$ cat src/rtl/mole_scheduler_pkg.sv
// Shared types and constants for the whack-a-mole spawn scheduler.
package mole_scheduler_pkg;

  localparam int unsigned NUM_MOLES = 8;
  localparam int unsigned IDX_W     = 3;
  localparam int unsigned LFSR_W    = 16;
  localparam int unsigned BCD_W     = 4;

  localparam logic [LFSR_W-1:0] LFSR_SEED = 16'hACE1;
  // Taps 16,14,13,11 expressed as bit positions 15,13,12,10.
  localparam logic [LFSR_W-1:0] LFSR_TAPS = 16'hB400;

  typedef enum logic [2:0] {
    ST_IDLE,
    ST_WAIT,
    ST_PICK,
    ST_LAUNCH,
    ST_DONE
  } state_e;

  typedef logic [BCD_W-1:0] bcd_digit_t;

  function automatic logic [LFSR_W-1:0] lfsr_step(input logic [LFSR_W-1:0] v);
    return {v[LFSR_W-2:0], ^(v & LFSR_TAPS)};
  endfunction

  function automatic logic [NUM_MOLES-1:0] mole_onehot(input logic [IDX_W-1:0] i);
    return NUM_MOLES'(1) << i;
  endfunction

endpackage

$ cat src/rtl/mole_scheduler_bcd_down_counter2.sv
// Two-digit BCD down counter with load, enable and zero flag; shared by the
// game timer and the display/score stages.
module bcd_down_counter2
  import mole_scheduler_pkg::*;
#(
  parameter logic [7:0] RESET_VAL = 8'h00
) (
  input  logic       clock,
  input  logic       reset,
  input  logic       load,
  input  logic [7:0] load_val,
  input  logic       en,
  output logic [7:0] count,
  output logic       zero,
  output logic       last_c
);

  bcd_digit_t tens_q, tens_d;
  bcd_digit_t ones_q, ones_d;
  logic       zero_q, zero_d;

  always_comb begin
    tens_d = tens_q;
    ones_d = ones_q;
    if (load) begin
      {tens_d, ones_d} = load_val;
    end else if (en) begin
      if (ones_q == 4'd0) begin
        ones_d = 4'd9;
        tens_d = (tens_q == 4'd0) ? 4'd9 : tens_q - 4'd1;
      end else begin
        ones_d = ones_q - 4'd1;
      end
    end
    zero_d = ({tens_d, ones_d} == 8'h00);
  end

  always_ff @(posedge clock) begin
    if (reset) begin
      {tens_q, ones_q} <= RESET_VAL;
      zero_q           <= (RESET_VAL == 8'h00);
    end else begin
      tens_q <= tens_d;
      ones_q <= ones_d;
      zero_q <= zero_d;
    end
  end

  assign count  = {tens_q, ones_q};
  assign zero   = zero_q;
  // Next decrement lands on zero.
  assign last_c = ({tens_q, ones_q} == 8'h01);

endmodule

$ cat src/rtl/mole_scheduler.sv
// Game-level spawn controller: runs the BCD game timer, picks a random hidden
// mole at random intervals and drives its go line plus a one-cycle rise pulse.
module mole_scheduler
  import mole_scheduler_pkg::*;
#(
  parameter int unsigned CYCLES_PER_SEC = 50_000_000,
  parameter logic [7:0]  GAME_SECONDS   = 8'h60,
  parameter int unsigned SPAWN_BASE     = 25_000_000,
  parameter int unsigned SPAWN_SHIFT    = 21,
  parameter int unsigned GO_TIMEOUT     = 16
) (
  input  logic                 clock,
  input  logic                 reset,
  input  logic                 start,
  input  logic [NUM_MOLES-1:0] hiding,
  output logic [NUM_MOLES-1:0] control,
  output logic [NUM_MOLES-1:0] rise,
  output logic [7:0]           time_left,
  output logic                 game_active,
  output logic                 game_over
);

  localparam int unsigned PRE_W = (CYCLES_PER_SEC > 1) ? $clog2(CYCLES_PER_SEC) : 1;
  localparam int unsigned GO_W  = $clog2(GO_TIMEOUT + 1);
  localparam logic [PRE_W-1:0] PRE_LAST = PRE_W'(CYCLES_PER_SEC - 1);
  localparam logic [GO_W-1:0]  GO_LAST  = GO_W'(GO_TIMEOUT - 1);

  state_e               state_q, state_d;
  logic [LFSR_W-1:0]    lfsr_q, lfsr_d;
  logic [31:0]          wait_q, wait_d;
  logic [IDX_W-1:0]     idx_q, idx_d;
  logic [IDX_W-1:0]     tries_q, tries_d;
  logic [GO_W-1:0]      go_cnt_q, go_cnt_d;
  logic [PRE_W-1:0]     pre_q, pre_d;
  logic [NUM_MOLES-1:0] control_q, control_d;
  logic [NUM_MOLES-1:0] rise_q, rise_d;
  logic                 active_q, active_d;
  logic                 over_q, over_d;

  logic [31:0] reload_val;
  logic        tick;
  logic        expire;
  logic        start_game;
  logic        tl_zero;
  logic        tl_last_c;

  assign reload_val = SPAWN_BASE + (32'(lfsr_q[3:0]) << SPAWN_SHIFT);
  assign tick       = active_q && (pre_q == PRE_LAST);
  // A 00 game still ends after its first second instead of wrapping to 99.
  assign expire     = tick && (tl_last_c || tl_zero);
  assign start_game = ((state_q == ST_IDLE) || (state_q == ST_DONE)) && start;

  bcd_down_counter2 #(
    .RESET_VAL(GAME_SECONDS)
  ) u_timer (
    .clock   (clock),
    .reset   (reset),
    .load    (start_game),
    .load_val(GAME_SECONDS),
    .en      (tick && !tl_zero),
    .count   (time_left),
    .zero    (tl_zero),
    .last_c  (tl_last_c)
  );

  always_comb begin
    state_d  = state_q;
    lfsr_d   = lfsr_step(lfsr_q);
    wait_d   = wait_q;
    idx_d    = idx_q;
    tries_d  = tries_q;
    go_cnt_d = go_cnt_q;
    pre_d    = pre_q;
    over_d   = over_q;

    if (active_q) begin
      pre_d = tick ? '0 : pre_q + PRE_W'(1);
    end

    unique case (state_q)
      ST_IDLE, ST_DONE: begin
        if (start) begin
          state_d = ST_WAIT;
          wait_d  = reload_val;
          pre_d   = '0;
          over_d  = 1'b0;
        end
      end
      ST_WAIT: begin
        if (wait_q <= 32'd1) begin
          wait_d  = '0;
          idx_d   = lfsr_q[IDX_W-1:0];
          tries_d = '0;
          state_d = ST_PICK;
        end else begin
          wait_d = wait_q - 32'd1;
        end
      end
      ST_PICK: begin
        if (hiding[idx_q]) begin
          state_d  = ST_LAUNCH;
          go_cnt_d = '0;
        end else if (tries_q == IDX_W'(NUM_MOLES - 1)) begin
          state_d = ST_WAIT;
          wait_d  = reload_val;
        end else begin
          idx_d   = idx_q + IDX_W'(1);
          tries_d = tries_q + IDX_W'(1);
        end
      end
      ST_LAUNCH: begin
        if (!hiding[idx_q] || (go_cnt_q == GO_LAST)) begin
          state_d = ST_WAIT;
          wait_d  = reload_val;
        end else begin
          go_cnt_d = go_cnt_q + GO_W'(1);
        end
      end
      default: state_d = ST_IDLE;
    endcase

    // Timer expiry overrides any spawn activity in the same cycle.
    if (expire) begin
      state_d = ST_DONE;
      over_d  = 1'b1;
    end

    active_d  = (state_d == ST_WAIT) || (state_d == ST_PICK) || (state_d == ST_LAUNCH);
    control_d = (state_d == ST_LAUNCH) ? mole_onehot(idx_d) : '0;
    rise_d    = ((state_d == ST_LAUNCH) && (state_q != ST_LAUNCH)) ? mole_onehot(idx_d) : '0;
  end

  always_ff @(posedge clock) begin
    if (reset) begin
      state_q   <= ST_IDLE;
      lfsr_q    <= LFSR_SEED;
      wait_q    <= '0;
      idx_q     <= '0;
      tries_q   <= '0;
      go_cnt_q  <= '0;
      pre_q     <= '0;
      control_q <= '0;
      rise_q    <= '0;
      active_q  <= 1'b0;
      over_q    <= 1'b0;
    end else begin
      state_q   <= state_d;
      lfsr_q    <= lfsr_d;
      wait_q    <= wait_d;
      idx_q     <= idx_d;
      tries_q   <= tries_d;
      go_cnt_q  <= go_cnt_d;
      pre_q     <= pre_d;
      control_q <= control_d;
      rise_q    <= rise_d;
      active_q  <= active_d;
      over_q    <= over_d;
    end
  end

  assign control     = control_q;
  assign rise        = rise_q;
  assign game_active = active_q;
  assign game_over   = over_q;

endmodule
$ cat config.mk
export PLATFORM = sky130hd
export DESIGN_NAME = mole_scheduler
export DESIGN_NICKNAME = d
export VERILOG_FILES = /design/src/rtl/mole_scheduler_pkg.sv /design/src/rtl/mole_scheduler_bcd_down_counter2.sv /design/src/rtl/mole_scheduler.sv
export SDC_FILE = /design/constraint.sdc
export NUM_CORES = 1
export LEC_CHECK = 0
export BUFFER_PORTS_ARGS = -buffer_cell sky130_fd_sc_hd__buf_4
export CORE_MARGIN = 5
export CORE_UTILIZATION = 35
export DETAILED_ROUTE_END_ITERATION = 12
export MAX_ROUTING_LAYER = met4
export PLACE_DENSITY_LB_ADDON = 0.25
export SYNTH_ARGS = -nofsm -noshare
export SYNTH_HDL_FRONTEND = slang
export SYNTH_SLANG_ARGS = --single-unit
$ cat constraint.sdc
create_clock -name clock -period 3 [get_ports clock]
set_input_delay 0.45 -clock clock [delete_from_list [all_inputs] [get_ports clock]]
set_output_delay 0.45 -clock clock [all_outputs]
set_load 0.05 [all_outputs]
After elaboration in Yosys (flattened, before gate mapping)
Cells that the tools add are included.
{"block": "word_totals", "register_bits": 115, "latchBits": 0, "mem_bits_rw": 0, "mem_bits_ro": 0, "inputBits": 11, "output_inout_bits": 26, "wordCells": 116, "mem_count": 0}
{"block": "op_classes", "n_addsub": 8, "mul": 0, "div": 0, "order_cmp": 2, "eq_ne": 20, "n_shift": 1, "muxes": 40, "bitwise_logic": 2, "reduce_logical": 29}
{"cell": "two-way mux 32 bit", "n": 5}
{"cell": "one-hot mux 32 bit (4 select lines)", "n": 1}
{"cell": "two-way mux 26 bit", "n": 4}
{"cell": "two-way mux 3 bit", "n": 12}
{"cell": "less-or-equal comparator 32 x 1 -> 1 bit, second input constant", "n": 1}
{"cell": "subtractor 32 x 1 -> 32 bit, second input constant", "n": 1}
{"cell": "two-way mux 4 bit", "n": 7}
{"cell": "adder 25 x 25 -> 26 bit, first input constant", "n": 1}
{"cell": "adder 26 x 1 -> 26 bit, second input constant", "n": 1}
{"cell": "equality test 26 bit, second input constant", "n": 1}
{"cell": "inequality test 2 bit, second input constant", "n": 8}
{"cell": "parity 16 bit", "n": 1}
{"cell": "equality test 3 x 2 -> 1 bit, second input constant", "n": 4}
{"cell": "one-hot mux 3 bit (2 select lines)", "n": 2}
{"cell": "one-hot mux 3 bit (4 select lines)", "n": 1}
{"cell": "two-way mux 5 bit", "n": 2}
{"cell": "one-hot mux 5 bit (2 select lines)", "n": 1}
{"cell": "equality test 8 x 1 -> 1 bit, second input constant", "n": 1}
{"cell": "logical NOT 4 bit", "n": 2}
{"cell": "logical NOT 8 bit", "n": 1}
{"cell": "nonzero test 2 bit", "n": 4}
{"cell": "left shift 1 x 3 -> 8 bit, first input constant", "n": 1}
{"cell": "subtractor 4 x 1 -> 4 bit, second input constant", "n": 2}
{"cell": "adder 3 x 1 -> 3 bit, second input constant", "n": 2}
{"cell": "19 further kinds", "n": 36}

Depth between registers and ports, before layout
Gate-level depths: netlist of the first run.
{"block": "depth", "depth_word": 11, "ltp_mapped": 10, "depth_no_buf": 9}

Modules after synthesis
A second synthesis of the first run with hierarchy kept.
{"block": "hier_totals", "hier_cells": 639, "hier_area_um2": 5540.3}
{"module": "mole_scheduler", "n_inst": 1, "cells_each": 577, "area_per_inst_um2": 4999.8, "seq_area_each_um2": 2122.0}
{"module": "bcd_down_counter2", "n_inst": 1, "cells_each": 62, "area_per_inst_um2": 540.5, "seq_area_each_um2": 180.2}

Least setup slack after synthesis of the first run
Ideal clock, no wire load.
{"block": "synth_timing", "kind": "reg-to-reg", "startpoint": "register active_q, in the netlist game_active", "endpoint": "register u_timer.zero_q, in the netlist u_timer.zero", "arrival_ns": 2.645, "required_time_ns": 2.942, "slack_ns": 0.297, "stages_incl_launch_ff": 9, "n_path_buf": 2, "path_cell_list": "dfxtp_1 buf_2 nand3_1 or3_1 or4_1 buf_2 or4_1 o21ai_1 o211a_1"}
{"block": "synth_via", "elab_chain_len": 5, "word_cells_on_any_way": 7, "classes_between": "mux: 4; reduce/logical: 3"}
{"element": "start, declared", "line_no": "mole_scheduler.sv:37", "text": "logic active_q, active_d;"}
{"element": "start signal, assigned", "line_no": "mole_scheduler.sv:156", "text": "active_q <= active_d;"}
{"element": "logical AND 1 bit *", "line_no": "mole_scheduler.sv:48", "text": "assign tick = active_q && (pre_q == PRE_LAST);"}
{"element": "logical AND 1 bit *", "line_no": "mole_scheduler.sv:60", "text": ".en (tick && !tl_zero),"}
{"element": "two-way mux 4 bit", "line_no": "mole_scheduler_bcd_down_counter2.sv:27", "text": "end else if (en) begin"}
{"element": "two-way mux 4 bit", "line_no": "mole_scheduler_bcd_down_counter2.sv:25", "text": "if (load) begin"}
{"element": "logical NOT 8 bit *", "line_no": "mole_scheduler_bcd_down_counter2.sv:35", "text": "zero_d = ({tens_d, ones_d} == 8'h00);"}
{"element": "end signal, assigned", "line_no": "mole_scheduler_bcd_down_counter2.sv:41", "text": "zero_q <= (RESET_VAL == 8'h00);"}
{"element": "end signal, assigned", "line_no": "mole_scheduler_bcd_down_counter2.sv:45", "text": "zero_q <= zero_d;"}
{"element": "end, declared", "line_no": "mole_scheduler_bcd_down_counter2.sv:20", "text": "logic zero_q, zero_d;"}
Mark *: on every way between the ends. The rest lies on a longest branch, timed or not.
A chain may end at the register's enable or synchronous reset.

Worst setup path in the final report of the first run
{"block": "layout_timing", "startpoint": "register wait_q[16]", "endpoint": "register control_q[4], in the netlist control[4]"}
{"block": "layout_via", "elab_chain_len": 7, "word_cells_on_any_way": 10, "classes_between": "order compare: 1; eq/ne: 1; shift: 1; mux: 5; bitwise: 1; reduce/logical: 1"}
{"element": "start, declared", "line_no": "mole_scheduler.sv:30", "text": "logic [31:0] wait_q, wait_d;"}
{"element": "start signal, assigned", "line_no": "mole_scheduler.sv:149", "text": "wait_q <= wait_d;"}
{"element": "less-or-equal comparator 32 x 1 -> 1 bit *", "line_no": "mole_scheduler.sv:90", "text": "if (wait_q <= 32'd1) begin"}
{"element": "two-way mux 3 bit", "line_no": "mole_scheduler.sv:90"}
{"element": "one-hot mux 3 bit (4 select lines)", "line_no": "mole_scheduler.sv:80", "text": "unique case (state_q)"}
{"element": "two-way mux 3 bit", "line_no": "mole_scheduler.sv:123", "text": "if (expire) begin"}
{"element": "equality test 3 x 2 -> 1 bit", "line_no": "mole_scheduler.sv:129", "text": "control_d = (state_d == ST_LAUNCH) ? mole_onehot(idx_d) : '0;"}
{"element": "inverter 1 bit (no line)"}
{"element": "OR reduction 2 bit (no line)"}
{"element": "end signal, assigned", "line_no": "mole_scheduler.sv:154", "text": "control_q <= control_d;"}
{"element": "end, declared", "line_no": "mole_scheduler.sv:35", "text": "logic [NUM_MOLES-1:0] control_q, control_d;"}
Marked as above.

==> metrics.md, run 1 <==
| Metric | Value |
|---|---|
| Root Driver | clkbuf_16 |
| DRC violations left | 0 |
| Element type at the critical path end | flip-flop |
| Reg2reg end | control[4]$_SDFF_PP0_ |
| Placer's final routability congestion estimate | 0.832 |
| Worst setup startpoint | wait_q[16]$_SDFFE_PP0P_ |
| Dominant cells by area after synthesis | dfxtp_1, nor2_1, xnor2_1 |
| Most used DFF post-synth | dfxtp_1 |
| I/O pin cnt | 37 |
| CTS resizes | 0 |
| Total leakage power | 2.41 nW |
| Core Region | 15100 um^2 |
| Share of post-route cells with drive strength above 1 | 0.167 |
| Sequential share of power | 0.396 |
| Die footprint | 17900 um^2 |
| Post-CTS Setup Inserts | 0 |
| Library cells used by synthesis | 65 |
| Layout fillers | 1453 |
| Ys Warns | 0 |
| Worst Clk Skew | 6.77 ps |
| Buf+Inv Stages, Crit Path | 0 |
| Pwr per Cell Area | 656 nW/um^2 |
| Final hold vios | 0 |
| First-pass GRT wire length | 21800 um |
| Via density | 5.26 |
| Synth area leader | dfxtp_1 |
| DR pass1 iterations | 4 |
| Final setup viols | 0 |
| Total CTS buffers | 17 |
| Slowest stage delay, CP | 670 ps |
| Top delay family on crit path | simple AND/OR/NAND/NOR gates |
| DRT Wirelength | 12700 um |
| Top cell type's share of synthesized area | 0.429 |
| Initial DRC Count | 304 |
| Vias in the first global route | 4480 |
| CP Cell Sequence | nor4_4, nand3_4, or4_1, nor2_8, mux2i_2, nor3_1 |
| Slew @ Worst Pin | 588 ps |
| RSZ-0062 raised after global routing | false |
| Async set-reset flop share out of synthesis | 0 |
| Status | finished clean |
| Mean routed wirelength per cell | 14.6 um |
| #FFs+latches synth | 115 |
| GR Util All Layers | 0.152 |
| Fin nets | 694 |
| Slew Limit Fails | 0 |
| CP Class | reg -> reg |
| Pwr Total | 4.26 mW |
| Crit path arrival time | 2860 ps |
| Reg2Reg Setup Slack | 410 ps |
| Worst hold slack | 356 ps |
| Min Tclk post-route | 2590 ps |
| Crit path to | control[4]$_SDFF_PP0_ |
| Worst Reg2Reg Path Length in Cells | 6 |
| Max Clock Freq | 0.386 GHz |
| Remaining antenna violation count after routing | 0 |
| Setup TNS | 0 ps |
| Starting density of the core | 0.354 |
| Number of buffers on the longest clock path | 2 |
| Switching share of power | 0.271 |
| Cell depth of the worst setup path | 6 |
| Largest net degree at the start of global routing | 46 |
| Die Ht | 134 um |
| FF-to-FF Start | wait_q[16]$_SDFFE_PP0P_ |
| Synthesized area per cell | 8.58 um^2 |
| Antenna diode count | 0 |
| Clk_lat worst skew | 410 ps |
| Sequential element share of the synthesized area | 0.429 |
| Max IR drop VDD | 0.371 mV |
| Startpoint class of the critical path | flip-flop |
| Slew HR | 0.605 |
| Area Growth Syn to Fin | 20.8% |
| Clock slew at reported path FFs | 50 ps |
| Core Rows | 45 |
| Die Wd | 134 um |
| Initial antenna violation count | 0 |
| Hpwl dp | 8990 um |
| Htree depth | 4 |
| Period utilization | 0.863 |
| Slowest CP cell | or4_1 |
| Via Count | 4599 |
| Hold Path Class | in -> reg |
| Sw Pwr | 1.15 mW |
| Grt total ovfl | 0 |
| Hold buffer count at cts | 0 |
| Comb power frac | 0.140 |
| Syn nets | 645 |
| Post-synthesis cell area | 5370 um^2 |
| Core Util, Final | 0.428 |
| Clk pwr share | 0.464 |
| Number of synthesized flops with an enable pin | 0 |
| Worst hold stages | 3 |
| Pint | 3.10 mW |
| CP max FO | 9 |
| CTS tree | built |
| Data required, critical path | 3270 ps |
| Mapped Cells | 625 |
| Port Buffers | 36 |
| Number of max-cap violations | 0 |
| Clk sink count | 115 |
## cell usage in the layout, fill, tap and decap left out, types with 9 or more instances in the layout
cell type	n
a21oi_1	39
buf_4	51
clkbuf_16	17
dfxtp_1	115
ha_1	9
inv_1	20
nand2_1	44
nand3_1	22
nor2_1	82
nor2b_1	13
nor3_1	42
nor4_1	13
o21ai_0	22
or2_2	12
or3_1	11
xnor2_1	27
xor2_1	20
## synth_stat cells (3+ instances only)
master and count:
nor4_1 13, nor2_1 82, clkbuf_1 14, o31ai_1 4
nand2b_1 8, a211oi_1 6, o21ai_0 22, inv_1 20
and3_1 8, nor3b_1 4, mux2i_1 5, xor2_1 20
or2_2 12, dfxtp_1 115, nand3b_1 3, a22o_1 4
or4_1 8, nor2b_1 13, xnor2_1 27, buf_2 6
ha_1 9, or3b_2 3, a21oi_1 39, nand3_1 22
nor3_1 42, nand4_1 7, o211ai_1 3, nand2_1 44
a31oi_1 4, or3_1 11
## tightest hold or removal path, cell delays in order
cell and delay, ps:
buf_4 100, nand3b_1 100, a21oi_1 60
## per-stage QoR
| step | instances | worst slack (ps) | instance area [um^2] |
|---|---|---|---|
| 6_report | 875 | 412 | 6480 |
| 5_1_grt | 875 | 235 | 6480 |
| 4_1_cts | 875 | 408 | 6480 |
| 3_5_place_dp | 843 | 418 | 5900 |
| 3_3_place_gp | 843 | 458 | 5900 |
| 2_1_floorplan | 625 | 297 | 5370 |
## layout make-up
type | count | area (um^2) | area share
Inverter | 20 | 75.1 | 0.0116
Multi-Input combinational cell | 469 | 2900 | 0.448
Clock buffer | 19 | 453 | 0.0699
Sequential cell | 115 | 2300 | 0.355
Timing Repair Buffer | 51 | 383 | 0.0591
Clock inverter | 13 | 134 | 0.0206
Tap cell | 188 | 235 | 0.0363
## how the worst min path moves through the flow
stage / startpoint / endpoint
final: start / state_q[2]$_SDFF_PP0_
after global routing: start / state_q[2]$_SDFF_PP0_
after CTS: start / state_q[2]$_SDFF_PP0_
after detailed placement: lfsr_q[4]$_SDFF_PP0_ / lfsr_q[5]$_SDFF_PP1_
after global placement: lfsr_q[4]$_SDFF_PP0_ / lfsr_q[5]$_SDFF_PP1_
after floorplan: lfsr_q[9]$_SDFF_PP0_ / lfsr_q[10]$_SDFF_PP1_
## power groups by stage
| stage | clock network (mW) | logic (mW) | registers [mW] |
|---|---|---|---|
| after CTS | 2.01 | 0.600 | 1.69 |
| after global placement | 0 | 0.584 | 1.71 |
| after global routing | 2.08 | 0.672 | 1.70 |
| after detailed placement | 0 | 0.596 | 1.72 |
| after floorplan | 0 | 0.446 | 1.70 |
| final | 1.97 | 0.597 | 1.69 |
## state kept, by name (all words and copies together), names as in the netlist, 3 cells and up
name and count:
u_timer.tens_q 4, idx_q 3, control 8, lfsr_q 16
rise 8, u_timer.ones_q 4, pre_q 26, wait_q 32
tries_q 3, go_cnt_q 5, state_q 3
## per-layer routing
layer	up-vias	share of wire	global-route usage
li1	2316	-	-
met1	2191	0.48	0.190
met2	82	0.48	0.241
met3	10	0.031	0.0330
met4	0	0.013	0.0617
met5	-	0	-
## cell families after synthesis
logic type,Yosys count,synth area share
flops,115,0.429
simple gates,302,0.307
fa+ha+maj,9,0.0210
mux,8,0.0161
buf+inv,41,0.0301
xor+xnor,47,0.0767
compound gates,103,0.120
Power figures use the tool's default switching activity.
==> run 2, diff against run 1 <==
--- a/config.mk
+++ b/config.mk
@@ -6,11 +6,14 @@
 export NUM_CORES = 1
 export LEC_CHECK = 0
 export BUFFER_PORTS_ARGS = -buffer_cell sky130_fd_sc_hd__buf_4
+export CELL_PAD_IN_SITES_DETAIL_PLACEMENT = 2
+export CELL_PAD_IN_SITES_GLOBAL_PLACEMENT = 2
 export CORE_MARGIN = 5
 export CORE_UTILIZATION = 35
 export DETAILED_ROUTE_END_ITERATION = 12
 export MAX_ROUTING_LAYER = met4
 export PLACE_DENSITY_LB_ADDON = 0.25
+export RECOVER_POWER = 100
 export SYNTH_ARGS = -nofsm -noshare
 export SYNTH_HDL_FRONTEND = slang
 export SYNTH_SLANG_ARGS = --single-unit
==> run 2 against run 1 <==
Sequential power about the same; critical endpoint is now control[3]$_SDFF_PP0_; core utilization is 0.67 points lower; global-route usage is 5.3 points higher; wire length rose by 35%; sequential share of layout area is 0.56 points higher; first-iteration DRC count shrank 40%.
==> metrics.md, run 2 (synthesis gave the netlist of run 1 again) <==
| Metric | Value |
|---|---|
| Setup TNS | 0 ps (unchanged) |
| Hpwl dp | 11700 um (was 8990 um) |
| CP Class | reg -> reg (unchanged) |
| Via Count | 4811 (was 4599) |
| Crit path arrival time | 3090 ps (was 2860 ps) |
| Max reg flops | 32 (unchanged) |
| Hold Path Class | in -> reg (unchanged) |
| Setup slack after layout | 209 ps (was 412 ps) |
| Port Buffers | 36 (unchanged) |
| Slowest CP cell | or4_1 (unchanged) |
| Data required, critical path | 3300 ps (was 3270 ps) |
| Max IR drop VDD | 0.438 mV (was 0.371 mV) |
| Total leakage power | 2.31 nW (was 2.41 nW) |
| Reg2reg end | control[3]$_SDFF_PP0_ (was control[4]$_SDFF_PP0_) |
| Met2 usage | 0.365 (was 0.241) |
| Comb power frac | 0.143 (was 0.140) |
| Clock slew at reported path FFs | 60 ps (was 50 ps) |
| Slew Limit Fails | 0 (unchanged) |
| Slowest stage delay, CP | 700 ps (was 670 ps) |
| I/O pin cnt | 37 (unchanged) |
| CP Cell Sequence | nor4_4, nand2_1, or4_1, nor2_8, mux2_2, nor3_1 (was nor4_4, nand3_4, or4_1, nor2_8, mux2i_2, nor3_1) |
| Core Rows | 45 (unchanged) |
| GR Util All Layers | 0.205 (was 0.152) |
| Die Wd | 134 um (unchanged) |
| Element type at the critical path end | flip-flop (unchanged) |
| Initial antenna violation count | 0 (unchanged) |
| Clk sink count | 115 (unchanged) |
| Root Driver | clkbuf_16 (unchanged) |
| Pint | 3.19 mW (was 3.10 mW) |
| Final setup viols | 0 (unchanged) |
| Final hold vios | 0 (unchanged) |
| Biggest regs | wait_q (32), pre_q (26), lfsr_q (16) (unchanged) |
| Worst Reg2Reg Path Length in Cells | 6 (unchanged) |
| Worst Clk Skew | 7.78 ps (was 6.77 ps) |
| Min Tclk post-route | 2790 ps (was 2590 ps) |
| Hold buffer count at cts | 0 (unchanged) |
| Switching share of power | 0.277 (was 0.271) |
| CTS resizes | 0 (unchanged) |
| Grt total ovfl | 0 (unchanged) |
| Fin nets | 694 (unchanged) |
| Share of post-route cells with drive strength above 1 | 0.118 (was 0.167) |
| Number of buffers on the longest clock path | 2 (unchanged) |
| Non-Filler Instances | 875 (unchanged) |
| Slew HR | 0.493 (was 0.605) |
| GRT busiest layer | met2 (unchanged) |
| Hold EP | state_q[2]$_SDFF_PP0_ (unchanged) |
| Initial DRC Count | 182 (was 304) |
| Status | finished clean (unchanged) |
| Die Ht | 134 um (unchanged) |
| Core Region | 15100 um^2 (unchanged) |
| Placer's final routability congestion estimate | 0.788 (was 0.832) |
| Starting density of the core | 0.354 (unchanged) |
| M3 GR Usage | 0.0443 (was 0.0330) |
| Slew @ Worst Pin | 761 ps (was 588 ps) |
| Commonest non-fill, non-tap cells in the layout | dfxtp_1, nor2_1, nand2_1 (was dfxtp_1, nor2_1, buf_4) |
| Worst hold stages | 3 (unchanged) |
| Area Growth Syn to Fin | 19.0% (was 20.8%) |
| Pwr per Cell Area | 691 nW/um^2 (was 656 nW/um^2) |
| Dpl ws | 309 ps (was 418 ps) |
| Commonest non-fill, non-tap cell in the layout | dfxtp_1 (unchanged) |
| Met1 Track Usage GR | 0.231 (was 0.190) |
| Clk pwr share | 0.472 (was 0.464) |
| Htree depth | 4 (unchanged) |
| DRT Wirelength | 17200 um (was 12700 um) |
| Cell Count Post-Placement | 843 (unchanged) |
| Hold path start | start (unchanged) |
| Die footprint | 17900 um^2 (unchanged) |
| DRC violations left | 0 (unchanged) |
| Mean routed wirelength per cell | 19.6 um (was 14.6 um) |
| Largest Register | wait_q (unchanged) |
| FF-to-FF Start | wait_q[10]$_SDFFE_PP0P_ (was wait_q[16]$_SDFFE_PP0P_) |
| CP max FO | 8 (was 9) |
| Reg2Reg Setup Slack | 210 ps (was 410 ps) |
| Period utilization | 0.930 (was 0.863) |
| Remaining antenna violation count after routing | 0 (unchanged) |
| Vias in the first global route | 5422 (was 4480) |
| Sw Pwr | 1.22 mW (was 1.15 mW) |
| Via density | 5.50 (was 5.26) |
| First-pass GRT wire length | 28500 um (was 21800 um) |
| RSZ-0062 raised after global routing | false (unchanged) |
| DR pass1 iterations | 4 (unchanged) |
| Max Clock Freq | 0.358 GHz (was 0.386 GHz) |
| Sequential share of power | 0.384 (was 0.396) |
| Total CTS buffers | 17 (unchanged) |
| Antenna diode count | 0 (unchanged) |
| CTS tree | built (unchanged) |
| Number of max-cap violations | 0 (unchanged) |
| Post-CTS Setup Inserts | 0 (unchanged) |
| Largest net degree at the start of global routing | 46 (unchanged) |
| Clk_lat worst skew | 420 ps (was 410 ps) |
| Startpoint class of the critical path | flip-flop (unchanged) |
[run 2: cell types whose count changed in the layout (fill, tap and decap cells not counted), sizes merged]
cell,delta
inv,-1
clkinvlp,-5
buf,-33
clkbuf,+39
[run 2: worst max-delay path, delay by kind of cell (launching register included)]
family           cells  cell delay (ps)
and+or+nand+nor      5             1860
DFF                  1              380
muxes                1              430
[run 2: per-stage QoR]
| step | total power [mW] | util | hold WS [ps] | area [um^2] |
|---|---|---|---|---|
| final | 4.41 | 0.421 | 344 | 6380 |
| after global routing | 4.61 | 0.421 | 359 | 6380 |
| after CTS | 4.48 | 0.430 | 332 | 6510 |
| after detailed placement | 2.36 | 0.389 | 401 | 5900 |
| after global placement | 2.32 | 0.389 | 397 | 5900 |
| after floorplan | 2.14 | - | 389 | 5370 |
[run 2: how the worst max path moves through the flow]
| stage | startpoint | end | slack, ps | cells after the start |
|---|---|---|---|---|
| global route | wait_q[3]$_SDFFE_PP0P_ | wait_q[1]$_SDFFE_PP0P_ | 40 | 8 |
| CTS | wait_q[10]$_SDFFE_PP0P_ | control[3]$_SDFF_PP0_ | 130 | 6 |
| detailed placement | wait_q[10]$_SDFFE_PP0P_ | rise[5]$_SDFF_PP0_ | 310 | 6 |
| finish | wait_q[10]$_SDFFE_PP0P_ | control[3]$_SDFF_PP0_ | 210 | 6 |
| global placement | wait_q[16]$_SDFFE_PP0P_ | rise[5]$_SDFF_PP0_ | 470 | 6 |
| floorplan | game_active$_SDFF_PP0_ | u_timer.zero$_SDFF_PP0_ | 300 | 8 |
[run 2: power groups by stage]
stage | combinational [mW] | sequential [mW] | clock, mW
after global routing | 0.703 | 1.71 | 2.20
after global placement | 0.605 | 1.72 | 0
after CTS | 0.653 | 1.69 | 2.13
final | 0.633 | 1.70 | 2.08
after floorplan | 0.446 | 1.70 | 0
after detailed placement | 0.638 | 1.72 | 0
[run 2: area by class of cell]
| type | count | area, um^2 |
|---|---|---|
| clock inverters | 7 | 95.1 |
| multi-input cells | 469 | 2900 |
| well taps | 188 | 235 |
| inverters | 20 | 75.1 |
| repair buffers | 51 | 262 |
| flip-flops and latches | 115 | 2300 |
| clock buffers | 25 | 515 |
| fillers | 1712 | 8760 |
[run 2: metal layers]
metal,part of all wire,vias up,routed length (um)
li1,-,2319,-
met4,0.016,0,276
met1,0.44,2412,7560
met5,0,-,0
met2,0.52,56,8950
met3,0.022,24,383
==> run 3, diff against run 2 <==
--- a/config.mk
+++ b/config.mk
@@ -13,7 +13,6 @@
 export DETAILED_ROUTE_END_ITERATION = 12
 export MAX_ROUTING_LAYER = met4
 export PLACE_DENSITY_LB_ADDON = 0.25
-export RECOVER_POWER = 100
 export SYNTH_ARGS = -nofsm -noshare
 export SYNTH_HDL_FRONTEND = slang
 export SYNTH_SLANG_ARGS = --single-unit
==> run 3 against run 2 <==
Non-clock buffer count unchanged; count of clock-buffer cells in the layout did not move; global-route usage stayed put; critical endpoint unchanged.
==> metrics.md, run 3 (synthesis gave the netlist of run 1 again) <==
| Metric | Value |
|---|---|
| Status | finished clean (unchanged) |
| Antenna diode count | 0 (unchanged) |
| CTS resizes | 0 (unchanged) |
| First-pass GRT wire length | 28500 um (unchanged) |
| Slew Limit Fails | 0 (unchanged) |
| Commonest non-fill, non-tap cell in the layout | dfxtp_1 (unchanged) |
| DRT Wirelength | 17100 um (was 17200 um) |
| Die footprint | 17900 um^2 (unchanged) |
| Share of post-route cells with drive strength above 1 | 0.164 (was 0.118) |
| Post-CTS Setup Inserts | 0 (unchanged) |
| Initial DRC Count | 205 (was 182) |
| Number of max-cap violations | 0 (unchanged) |
| Placer's final routability congestion estimate | 0.788 (unchanged) |
| Port Buffers | 36 (unchanged) |
| Htree depth | 4 (unchanged) |
| Slew HR | 0.543 (was 0.493) |
| I/O pin cnt | 37 (unchanged) |
| Root Driver | clkbuf_16 (unchanged) |
| Cell Count Post-Placement | 843 (unchanged) |
| Die Ht | 134 um (unchanged) |
| CP max FO | 8 (unchanged) |
| Worst Clk Skew | 8.10 ps (was 7.78 ps) |
| DRC violations left | 0 (unchanged) |
| Clk_lat worst skew | 420 ps (about the same) |
| GR Util All Layers | 0.205 (unchanged) |
| Pwr per Cell Area | 680 nW/um^2 (was 691 nW/um^2) |
| FF/Latch Area | 2300 um^2 (unchanged) |
| DR pass1 iterations | 4 (unchanged) |
| Via Count | 4816 (was 4811) |
| Clock slew at reported path FFs | 60 ps (about the same) |
| Biggest regs | wait_q (32), pre_q (26), lfsr_q (16) (unchanged) |
| Core Rows | 45 (unchanged) |
| Crit path arrival time | 3130 ps (was 3090 ps) |
| Grt total ovfl | 0 (unchanged) |
| Hpwl dp | 11700 um (unchanged) |
| Element type at the critical path end | flip-flop (unchanged) |
| Data required, critical path | 3300 ps (about the same) |
| Commonest non-fill, non-tap cells in the layout | dfxtp_1, nor2_1, buf_4 (was dfxtp_1, nor2_1, nand2_1) |
| Largest Register | wait_q (unchanged) |
| Slew @ Worst Pin | 685 ps (was 761 ps) |
| Number of buffers on the longest clock path | 2 (unchanged) |
| Starting density of the core | 0.354 (unchanged) |
| Placed cell areas | 5900 um^2 (unchanged) |
| Final Cell Area | 6510 um^2 (was 6380 um^2) |
| Die Wd | 134 um (unchanged) |
| Via density | 5.50 (about the same) |
| Startpoint class of the critical path | flip-flop (unchanged) |
| Final setup viols | 0 (unchanged) |
| Min Tclk post-route | 2830 ps (was 2790 ps) |
| Fin nets | 694 (unchanged) |
| Mean routed wirelength per cell | 19.6 um (about the same) |
| Total CTS buffers | 17 (unchanged) |
| Hold buffer count at cts | 0 (unchanged) |
| Period utilization | 0.943 (was 0.930) |
| Worst hold slack | 344 ps (about the same) |
| Max IR drop VDD | 0.438 mV (about the same) |
| CTS tree | built (unchanged) |
| RSZ-0062 raised after global routing | false (unchanged) |
| CP Class | reg -> reg (unchanged) |
| Final hold vios | 0 (unchanged) |
| Max Clock Freq | 0.354 GHz (was 0.358 GHz) |
| Total leakage power | 2.44 nW (was 2.31 nW) |
| Remaining antenna violation count after routing | 0 (unchanged) |
| Max reg flops | 32 (unchanged) |
| Layout fillers | 1694 (was 1712) |
| Hold Path Class | in -> reg (unchanged) |
| Non-Filler Instances | 875 (unchanged) |
| Clk sink count | 115 (unchanged) |
| Initial antenna violation count | 0 (unchanged) |
| Vias in the first global route | 5422 (unchanged) |
| Setup slack after layout | 171 ps (was 209 ps) |
| Largest net degree at the start of global routing | 46 (unchanged) |
| Area of the multi-input gates | 2900 um^2 (about the same) |
| Dpl ws | 309 ps (unchanged) |
| Core Region | 15100 um^2 (unchanged) |
| Area Growth Syn to Fin | 21.3% (was 19.0%) |
| Setup TNS | 0 ps (unchanged) |
==> run 3: layout make-up <==
| class | instances | area share |
|---|---|---|
| Clock inverter | 7 | 0.0146 |
| Clock buffer | 25 | 0.0792 |
| Timing Repair Buffer | 51 | 0.0588 |
| Inverter | 20 | 0.0115 |
| Tap cell | 188 | 0.0361 |
| Sequential cell | 115 | 0.354 |
| Multi-Input combinational cell | 469 | 0.446 |
==> run 3: per-layer routing <==
layer | global-route usage | up-vias | routed length (um)
met5 | - | - | 0
met4 | 0.0640 | 0 | 276
met3 | 0.0443 | 24 | 368
met2 | 0.365 | 54 | 8950
met1 | 0.231 | 2420 | 7550
li1 | - | 2318 | -
==> run 3: per-stage QoR <==
stage | utilization | power, mW
after global routing | 0.430 | 4.62
final | 0.430 | 4.43
after floorplan | - | 2.14
after CTS | 0.430 | 4.48
after global placement | 0.389 | 2.32
after detailed placement | 0.389 | 2.36
==> run 3: worst paths after layout <==
check,slack (ps),end,cells after the start,start
worst max-delay path,170,control[3]$_SDFF_PP0_,6,wait_q[10]$_SDFFE_PP0P_
worst min-delay path,340,state_q[2]$_SDFF_PP0_,3,start
worst max register to register,170,control[3]$_SDFF_PP0_,6,wait_q[10]$_SDFFE_PP0P_
worst min register to register,410,lfsr_q[10]$_SDFF_PP1_,1,lfsr_q[9]$_SDFF_PP0_
==> run 3: worst max-delay path, stage by stage (launching register included) <==
cell,delay (ps)
dfxtp_1,380
nor4_4,460
nand2_1,220
or4_1,700
nor2_8,180
mux2_2,430
nor3_1,330
==> run 3: report_power, final <==
part	switching, mW	internal [mW]	total [mW]	leakage [nW]
registers	0.0950	1.60	1.70	0.936
logic	0.397	0.248	0.645	1.21
clock network	0.731	1.35	2.09	0.299
